<file path="config.mk">
export PLATFORM = sky130hd
export DESIGN_NAME = hcpu_stall
export DESIGN_NICKNAME = d
export VERILOG_FILES = /design/src/rtl/hcpu_pkg.sv /design/src/rtl/hack_alu_w.sv /design/src/rtl/hcpu_stall.sv
export SDC_FILE = /design/constraint.sdc
export NUM_CORES = 1
export LEC_CHECK = 0
export ABC_AREA = 0
export ABC_CLOCK_PERIOD_IN_PS = 4800
export CAP_MARGIN = 20
export CORE_AREA = 10 10 133 135
export CTS_CLUSTER_SIZE = 24
export DETAILED_ROUTE_END_ITERATION = 16
export DIE_AREA = 0 0 143 145
export PLACE_DENSITY = 0.67
export SLEW_MARGIN = 20
export SYNTH_ARGS = -nofsm -noshare
export SYNTH_HDL_FRONTEND = slang
export SYNTH_SLANG_ARGS = --single-unit
</file>
<file path="constraint.sdc">
create_clock -name clock -period 4.8 [get_ports clock]
set_input_delay 0.48 -clock clock [delete_from_list [all_inputs] [get_ports clock]]
set_output_delay 0.48 -clock clock [all_outputs]
set_load 0.05 [all_outputs]
</file>
<file path="src/rtl/hcpu_pkg.sv">
// Shared decode constants and FSM state encoding for the stalling Hack CPU.
package hcpu_pkg;

  // Instruction field positions
  localparam int unsigned InstrTypeBit = 15;
  localparam int unsigned ABit         = 12;
  localparam int unsigned CompHi       = 11;
  localparam int unsigned CompLo       = 6;
  localparam int unsigned DestABit     = 5;
  localparam int unsigned DestDBit     = 4;
  localparam int unsigned DestMBit     = 3;
  localparam int unsigned JumpHi       = 2;
  localparam int unsigned JumpLo       = 0;

  // Jump codes (j1 = less-than, j2 = equal, j3 = greater-than)
  localparam logic [2:0] JmpNull = 3'b000;
  localparam logic [2:0] JmpJgt  = 3'b001;
  localparam logic [2:0] JmpJeq  = 3'b010;
  localparam logic [2:0] JmpJge  = 3'b011;
  localparam logic [2:0] JmpJlt  = 3'b100;
  localparam logic [2:0] JmpJne  = 3'b101;
  localparam logic [2:0] JmpJle  = 3'b110;
  localparam logic [2:0] JmpJmp  = 3'b111;

  typedef enum logic [1:0] {
    StExec = 2'd0,
    StRd   = 2'd1,
    StWr   = 2'd2
  } state_e;

  // Signed compare of the ALU result against zero, selected by the jump code
  function automatic logic jump_taken(input logic [2:0] jump, input logic zr, input logic ng);
    logic lt, eq, gt;
    lt = ng;
    eq = zr;
    gt = ~ng & ~zr;
    return (jump[2] & lt) | (jump[1] & eq) | (jump[0] & gt);
  endfunction

endpackage

</file>
<file path="src/rtl/hack_alu_w.sv">
// Hack ALU widened to WIDTH bits: zx/nx/zy/ny/f/no with zero and negative flags.
module hack_alu_w #(
  parameter int unsigned WIDTH = 16
) (
  input  logic [WIDTH-1:0] x_i,
  input  logic [WIDTH-1:0] y_i,
  input  logic [5:0]       comp_i,
  output logic [WIDTH-1:0] result_o,
  output logic             zr_o,
  output logic             ng_o
);

  logic [WIDTH-1:0] xz, xn, yz, yn, fo;

  // Operand conditioning, function select and optional output negation
  always_comb begin
    xz       = comp_i[5] ? '0 : x_i;
    xn       = comp_i[4] ? ~xz : xz;
    yz       = comp_i[3] ? '0 : y_i;
    yn       = comp_i[2] ? ~yz : yz;
    fo       = comp_i[1] ? (xn + yn) : (xn & yn);
    result_o = comp_i[0] ? ~fo : fo;
    zr_o     = (result_o == '0);
    ng_o     = result_o[WIDTH-1];
  end

endmodule

</file>
<file path="src/rtl/hcpu_stall.sv">
// Hack CPU with valid/ready handshakes on fetch and data memory. Register-only
// instructions commit in one cycle; M reads and writes stall in RD/WR until
// mem_ready.
module hcpu_stall
  import hcpu_pkg::*;
#(
  parameter int unsigned WIDTH  = 16,
  parameter int unsigned ADDR_W = 15,
  parameter int unsigned PC_W   = 15
) (
  input  logic              clock,
  input  logic              reset,
  input  logic [15:0]       instruction,
  input  logic              instr_valid,
  output logic              instr_ack,
  input  logic [WIDTH-1:0]  inM,
  input  logic              mem_ready,
  output logic              readM,
  output logic              writeM,
  output logic [WIDTH-1:0]  outM,
  output logic [ADDR_W-1:0] addressM,
  output logic [PC_W-1:0]   pc
);

  state_e            state_q, state_d;
  logic [WIDTH-1:0]  a_q, a_d;
  logic [WIDTH-1:0]  d_q, d_d;
  logic [PC_W-1:0]   pc_q, pc_d;
  logic              readM_q, readM_d;
  logic              writeM_q, writeM_d;
  logic [WIDTH-1:0]  outM_q, outM_d;
  logic [ADDR_W-1:0] addr_q, addr_d;

  logic             isC, aSel, destA, destD, destM;
  logic [5:0]       comp;
  logic [2:0]       jump;
  logic [WIDTH-1:0] aluY, aluOut, aImm;
  logic             zr, ng, commit;

  assign isC   = instruction[InstrTypeBit];
  assign aSel  = instruction[ABit];
  assign comp  = instruction[CompHi:CompLo];
  assign destA = instruction[DestABit];
  assign destD = instruction[DestDBit];
  assign destM = instruction[DestMBit];
  assign jump  = instruction[JumpHi:JumpLo];
  assign aImm  = {{(WIDTH-15){1'b0}}, instruction[14:0]};
  // inM only matters in RD, where the a=1 instruction is being completed
  assign aluY  = aSel ? inM : a_q;

  hack_alu_w #(
    .WIDTH(WIDTH)
  ) u_alu (
    .x_i     (d_q),
    .y_i     (aluY),
    .comp_i  (comp),
    .result_o(aluOut),
    .zr_o    (zr),
    .ng_o    (ng)
  );

  // Next-state: FSM transitions, memory requests and instruction commit
  always_comb begin
    state_d   = state_q;
    a_d       = a_q;
    d_d       = d_q;
    pc_d      = pc_q;
    readM_d   = readM_q;
    writeM_d  = writeM_q;
    outM_d    = outM_q;
    addr_d    = addr_q;
    commit    = 1'b0;

    unique case (state_q)
      StExec: begin
        if (instr_valid) begin
          if (!isC) begin
            commit = 1'b1;
          end else if (!aSel) begin
            commit = 1'b1;
            if (destM) begin
              // Address comes from A before any A-dest update of this instruction
              addr_d   = a_q[ADDR_W-1:0];
              outM_d   = aluOut;
              writeM_d = 1'b1;
              state_d  = StWr;
            end
          end else begin
            addr_d  = a_q[ADDR_W-1:0];
            readM_d = 1'b1;
            state_d = StRd;
          end
        end
      end
      StRd: begin
        if (mem_ready) begin
          commit  = 1'b1;
          readM_d = 1'b0;
          if (destM) begin
            outM_d   = aluOut;
            writeM_d = 1'b1;
            state_d  = StWr;
          end else begin
            state_d = StExec;
          end
        end
      end
      StWr: begin
        if (mem_ready) begin
          writeM_d = 1'b0;
          state_d  = StExec;
        end
      end
      default: state_d = StExec;
    endcase

    if (commit) begin
      if (!isC) begin
        a_d = aImm;
      end else begin
        if (destA) a_d = aluOut;
        if (destD) d_d = aluOut;
      end
      if (isC && jump_taken(jump, zr, ng)) pc_d = a_q[PC_W-1:0];
      else                                  pc_d = pc_q + {{(PC_W-1){1'b0}}, 1'b1};
    end
  end

  // Commit strobe: depends only on state, fetch valid, decode and memory ready
  always_comb begin
    instr_ack = 1'b0;
    unique case (state_q)
      StExec:  instr_ack = instr_valid & ~(isC & aSel);
      StRd:    instr_ack = mem_ready;
      default: instr_ack = 1'b0;
    endcase
  end

  // State registers; reset abandons any in-flight access
  always_ff @(posedge clock or negedge reset) begin
    if (!reset) begin
      state_q  <= StExec;
      a_q      <= '0;
      d_q      <= '0;
      pc_q     <= '0;
      readM_q  <= 1'b0;
      writeM_q <= 1'b0;
      outM_q   <= '0;
      addr_q   <= '0;
    end else begin
      state_q  <= state_d;
      a_q      <= a_d;
      d_q      <= d_d;
      pc_q     <= pc_d;
      readM_q  <= readM_d;
      writeM_q <= writeM_d;
      outM_q   <= outM_d;
      addr_q   <= addr_d;
    end
  end

  assign readM    = readM_q;
  assign writeM   = writeM_q;
  assign outM     = outM_q;
  assign addressM = addr_q;
  assign pc       = pc_q;

endmodule

</file>
* After elaboration in Yosys (flattened, before gate mapping)
Index checks and enable logic that the tools add are counted.
** Storage, ports and cells
- Input port bits :: 36
- Memory bits (read-only) :: 0
- Bits in registers :: 82
- Memories kept :: 0
- Bits in latches :: 0
- RAM bits :: 0
- Output and inout bits :: 49
** Operators by class
- Multiplexer cells :: 43
- Reductions and logical operators :: 13
- Shifts and indexed selects :: 0
- $mul :: 0
- Bitwise logic cells :: 15
- $add $sub $neg :: 2
- Equal/unequal tests :: 10
- $lt $le $gt $ge :: 0
- Divide/modulo/power cells :: 0
** Operators with widths (count)
- 16-bit two-way mux :: 14
- 16-bit NOT :: 3
- 15-bit two-way mux :: 3
- 16-bit one-hot mux with 2 select lines :: 1
- 16-bit adder :: 1
- 16-bit bitwise AND :: 1
- 16-bit logical NOT :: 1
- 15-bit by 1-bit adder with 15-bit output, second input constant :: 1
- 5-bit AND reduction :: 3
- 2-bit two-way mux :: 7
- 2-bit inequality test, second input constant :: 7
- 1-bit two-way mux :: 13
- 1-bit bitwise AND :: 6
- 1-bit one-hot mux with 2 select lines :: 3
- 2-bit one-hot mux with 3 select lines :: 1
- 6-bit AND reduction :: 1
- 4-bit AND reduction :: 1
- 2-bit nonzero test :: 2
- 3-bit inequality test, second input constant :: 1
- 1-bit NOT :: 3
- 1-bit one-hot mux with 3 select lines :: 1
- 3-bit AND reduction :: 1
- 3-bit nonzero test :: 1
- 2-bit by 1-bit equality test with 1-bit output, second input constant :: 1
- other kinds (5) :: 6

* Logic depth before layout (Yosys ltp)
- Depth after elaboration :: 15
- Mapped depth :: 19
- Depth with buffers taken out :: 15

* Hierarchy
From an unflattened synthesis, not the netlist that was laid out.
** Second synthesis, totals
- Cells, all modules :: 588
- Area, all modules :: 6023.3 sq um
** By module, submodules not included
- hcpu_stall :: sequential area each 2052.0 sq um, area each 4092.7 sq um, times used 1, cells an instance 317
- hack_alu_w :: sequential area each 0.0 sq um, area each 1930.6 sq um, times used 1, cells an instance 271

* Worst setup path before layout
Ideal clock, no wire load.
- Path type :: in2reg
- Start point :: input instruction[12]
- End point :: register pc_q[1] (netlist: pc[1])
- Path buffers :: 4
- Path slack :: -0.197 ns
- Data arrival time :: 4.862 ns
- Cell stages on the path :: 18
- Cell sequence :: buf_1 buf_1 mux2i_1 nor2_1 xor2_1 ha_1 a21o_1 or3_1 o21ai_0 nor4_1 or4_4 a2111oi_4 a41oi_1 a311oi_2 or2_1 buf_2 buf_6 o211ai_1
** On the way
- Cells in the longest elaborated chain, start to end :: 15
- Elaborated cells on any way between the ends :: 24
** Ends and longest elaborated chain
- start, declared :: line hcpu_stall.sv:13 : input logic [15:0] instruction,
- 16-bit two-way mux :: line hcpu_stall.sv:49 : assign aluY = aSel ? inM : a_q;
- 16-bit two-way mux :: line hack_alu_w.sv:19 : yz = comp_i[3] ? '0 : y_i;
- 16-bit NOT :: line hack_alu_w.sv:20 : yn = comp_i[2] ? ~yz : yz;
- 16-bit two-way mux :: line hack_alu_w.sv:20
- 16-bit adder / 16-bit bitwise AND (equally long branches) :: line hack_alu_w.sv:21 : fo = comp_i[1] ? (xn + yn) : (xn & yn);
- 16-bit two-way mux :: line hack_alu_w.sv:21
- 16-bit NOT :: line hack_alu_w.sv:22 : result_o = comp_i[0] ? ~fo : fo;
- 16-bit two-way mux :: line hack_alu_w.sv:22
- 16-bit logical NOT :: line hack_alu_w.sv:23 : zr_o = (result_o == '0);
- 1-bit NOT :: line hcpu_pkg.sv:36 : gt = ~ng & ~zr;
- 1-bit bitwise AND :: line hcpu_pkg.sv:36
- 1-bit bitwise AND :: line hcpu_pkg.sv:37 : return (jump[2] & lt) | (jump[1] & eq) | (jump[0] & gt);
- 1-bit OR :: line hcpu_pkg.sv:37
- 1-bit logical AND :: line hcpu_stall.sv:124 : if (isC && jump_taken(jump, zr, ng)) pc_d = a_q[PC_W-1:0];
- 15-bit two-way mux :: line hcpu_stall.sv:124
- end signal, assigned :: line hcpu_stall.sv:154 : pc_q <= pc_d;
- end, declared :: line hcpu_stall.sv:28 : logic [PC_W-1:0] pc_q, pc_d;
Several ways; a longest one is shown, not always the timed one.
A chain may end at the register's enable or synchronous reset.

* Worst setup path after layout
- Start point :: input instruction[12]
- End point :: register pc_q[11] (netlist: pc[11])
The elaborated chain is that of the path after synthesis.

==> results.sh <==
export IMPL_outcome="completed"
export IMPL_vias_per_cell=5.523
export IMPL_startpoint_type="input pin"
export IMPL_drtIter0Drc=416
export IMPL_post_cts_setup_buffers=0
export IMPL_cp_arrival_ns=4.78
export IMPL_gp_congestion=0.9180
export IMPL_ys_warn_count=0
export IMPL_post_drt_wl_per_cell_um=17.95
export IMPL_rr_startpoint="a_q[0]$_DFFE_PN0P_"
export IMPL_io_buffers=84
export IMPL_dp_slack_ns=-0.2397
export IMPL_final_antenna_net_count=0
export IMPL_cts_reportedPaths_clkPinSlew_ns=0.06
export IMPL_grt_pass1_vias=5565
export IMPL_hold_buffers=0
export IMPL_initial_core_util=0.3909
export IMPL_slew_headroom=0.3643
export IMPL_cellLeakagePower_nw=3.356
export IMPL_grt_overflow=0
export IMPL_syn_area_um2=5877
export IMPL_rsz0062_at_grt="false"
export IMPL_grt_pass1_wl_um=29030
export IMPL_dp_hpwl_um=13770
export IMPL_power_density_nw_per_um2=695.6
export IMPL_ys_ff_latch=82
export IMPL_final_max_slew_viol_count=0
export IMPL_dieHeight_um=145
export IMPL_setup_viol=0
export IMPL_routed_top_layer="met4"
export IMPL_n_fill_cell=1317
export IMPL_htreeDepth=3
export IMPL_post_route_min_period_ns=4.574
export IMPL_synth_cell_types=72
export IMPL_hold_path_class="input pin to async pin"
export IMPL_via_count=5473
export IMPL_rrSetupSlack_ns=0.69
export IMPL_wirelength_um=17790
export IMPL_timing_fmax_mhz=218.6
export IMPL_core_um2=15030
export IMPL_io_pins=85
export IMPL_avgSynthCellArea_um2=8.719
export IMPL_cp_end_kind="register"
export IMPL_ctsResizeCount=0
export IMPL_synth_fp_nets=728
export IMPL_synth_top_area_frac=0.3492
export IMPL_num_rows=45
export IMPL_wl_met2_um=8702
export IMPL_antenna_found_initial=0
export IMPL_r2r_end="pc[11]$_DFFE_PN0P_"
export IMPL_hold_viol_final=0
export IMPL_setup_ws_ns=0.2258
export IMPL_die_area_um2=20740
export IMPL_first_pass_iters=5
export IMPL_wl_met3_um=799
export IMPL_cap_viol_max_count=0
export IMPL_crit_required_ns=5.00
export IMPL_fin_crit_sh=0.9530
export IMPL_crit_fanout=10
export IMPL_synthTopCellsByArea="dfrtp_1, mux2_2, nand2_1"
export IMPL_die_x_um=143
export IMPL_diodes=0
export IMPL_synth_edf_count=0
export IMPL_path_class="input pin to register"
export IMPL_grtUsageTotal=0.1690
export IMPL_reg2reg_depth=17
export IMPL_drive_gt1_frac=0.1669
export IMPL_clock_path_buffers=2
export IMPL_skew_ns=0.007460
export IMPL_cts_tree="yes"
export IMPL_grt_max_degree=83
export IMPL_tightest_slew_ns=0.9472
export IMPL_cts_sinks=82
export IMPL_ir_drop_uv=301.5
export IMPL_async_flop_share=1.000
export IMPL_yosysSeqAreaShare=0.3492
export IMPL_p_total_mw=5.379
export IMPL_areaGrowthSynthToFinish_pct=31.57
export IMPL_final_seq_area_um2=2052
export IMPL_synthFlopType="dfrtp_1"
export IMPL_multi_input_area_um2=3615
export IMPL_synthCells=674
export IMPL_final_nets=852
export IMPL_clockRootBuffer="clkbuf_16"
export IMPL_drcViolationCount=0
export IMPL_numCtsBuffers=9
export IMPL_drt_met1_wl_um=7990
export IMPL_insertion_delay_ns=0.34
export IMPL_synth_top_area_cell="dfrtp_1"
## Yosys cell counts (all sizes together) (3+ instances only)
cell type / instances
nand3b: 4
or2: 3
nand3: 25
a21boi: 3
mux2: 29
dfrtp: 82
o211ai: 19
a2111oi: 3
a21oi: 21
nand2b: 20
a311oi: 3
clkbuf: 29
xor2: 21
o21a: 6
o22ai: 13
a221oi: 3
and2: 12
nor2b: 6
ha: 17
inv: 14
buf: 14
or3: 11
a31oi: 6
nor4: 6
xnor2: 27
mux2i: 28
a21o: 10
nor2: 48
a211oi: 8
o21ai: 47
nor3: 16
and3: 8
nand2: 84
## sequential cells by signal, indices dropped and copies added, names as in the netlist
register,flops
a_q,16
d_q,16
outM,16
addressM,15
pc,15
state_q,2
readM,1
writeM,1
## final cells by class
type                    instances  area share
multi-input cells             535      0.4675
inverters                      14    0.006796
flip-flops and latches         82      0.2654
repair buffers                156      0.1858
well taps                     188     0.03042
clock inverters                 6     0.01456
clock buffers                  10     0.02961
## cells in the final DEF (no fill, tap or decap), types with 21 or more instances in the layout
master	netlist	layout
nor2_1	48	48
mux2_2	29	29
a21oi_1	21	21
xnor2_1	27	27
clkdlybuf4s50_1	0	83
dfrtp_1	82	82
nand3_1	25	25
o21ai_0	43	43
mux2i_1	28	28
buf_4	0	67
nand2_1	84	84
## logic make-up after synthesis
kind of cell / share of synthesized area
simple gates: 0.2152
compound gates: 0.1808
flops: 0.3492
buf+inv: 0.04045
mux: 0.1033
xor+xnor: 0.07154
fa+ha+maj: 0.03960
## metal layers
layer	vias to the layer above	GRT usage
met3	18	0.02999
met2	119	0.2865
li1	2657	-
met1	2679	0.2136
met4	0	0.04592
met5	-	0
## stage by stage
| step | area [µm²] | utilization | cells | hold WS (ns) | setup TNS, ns |
|---|---|---|---|---|---|
| after floorplan | 5879 | - | 674 | 0.1844 | 0 |
| after global placement | 7361 | 0.4896 | 975 | 0.4510 | -1.357 |
| after detailed placement | 7361 | 0.4896 | 975 | 0.4671 | -3.164 |
| after CTS | 7702 | 0.5124 | 991 | 0.3661 | 0 |
| after global routing | 7732 | 0.5144 | 991 | 0.2480 | 0 |
| final | 7732 | 0.5144 | 991 | 0.1800 | 0 |
## where the power goes
group          switching [mW]  internal, mW  total (mW)
clock                   0.287         0.512       0.799
combinational            1.93          1.35        3.28
sequential              0.287          1.01        1.30
total                    2.51          2.87        5.38
## worst max-delay path by stage
| stage | slack [ns] | start | endpoint |
|---|---|---|---|
| 4_1_cts | 0.09 | instruction[12] | pc[11]$_DFFE_PN0P_ |
| 3_5_place_dp | -0.24 | instruction[12] | pc[11]$_DFFE_PN0P_ |
| 3_3_place_gp | -0.11 | instruction[12] | pc[11]$_DFFE_PN0P_ |
| 6_report | 0.23 | instruction[12] | pc[11]$_DFFE_PN0P_ |
| 5_1_grt | 0.003 | instruction[12] | pc[11]$_DFFE_PN0P_ |
| 2_1_floorplan | 0.05 | instruction[8] | pc[1]$_DFFE_PN0P_ |
## critical path, cell delays in order
cell             delay, ns
clkdlybuf4s50_1       0.51
buf_12                0.15
buf_12                0.14
mux2i_1               0.20
nor2_1                0.07
xor2_1                0.15
ha_1                  0.34
a21o_1                0.25
or3_1                 0.36
o21ai_0               0.14
nor4_1                0.12
or4_4                 0.52
a2111oi_4             0.39
a41oi_1               0.18
a311oi_2              0.33
or2_4                 0.22
buf_4                 0.14
o211ai_1              0.10
(Power assumes the default switching activity.)
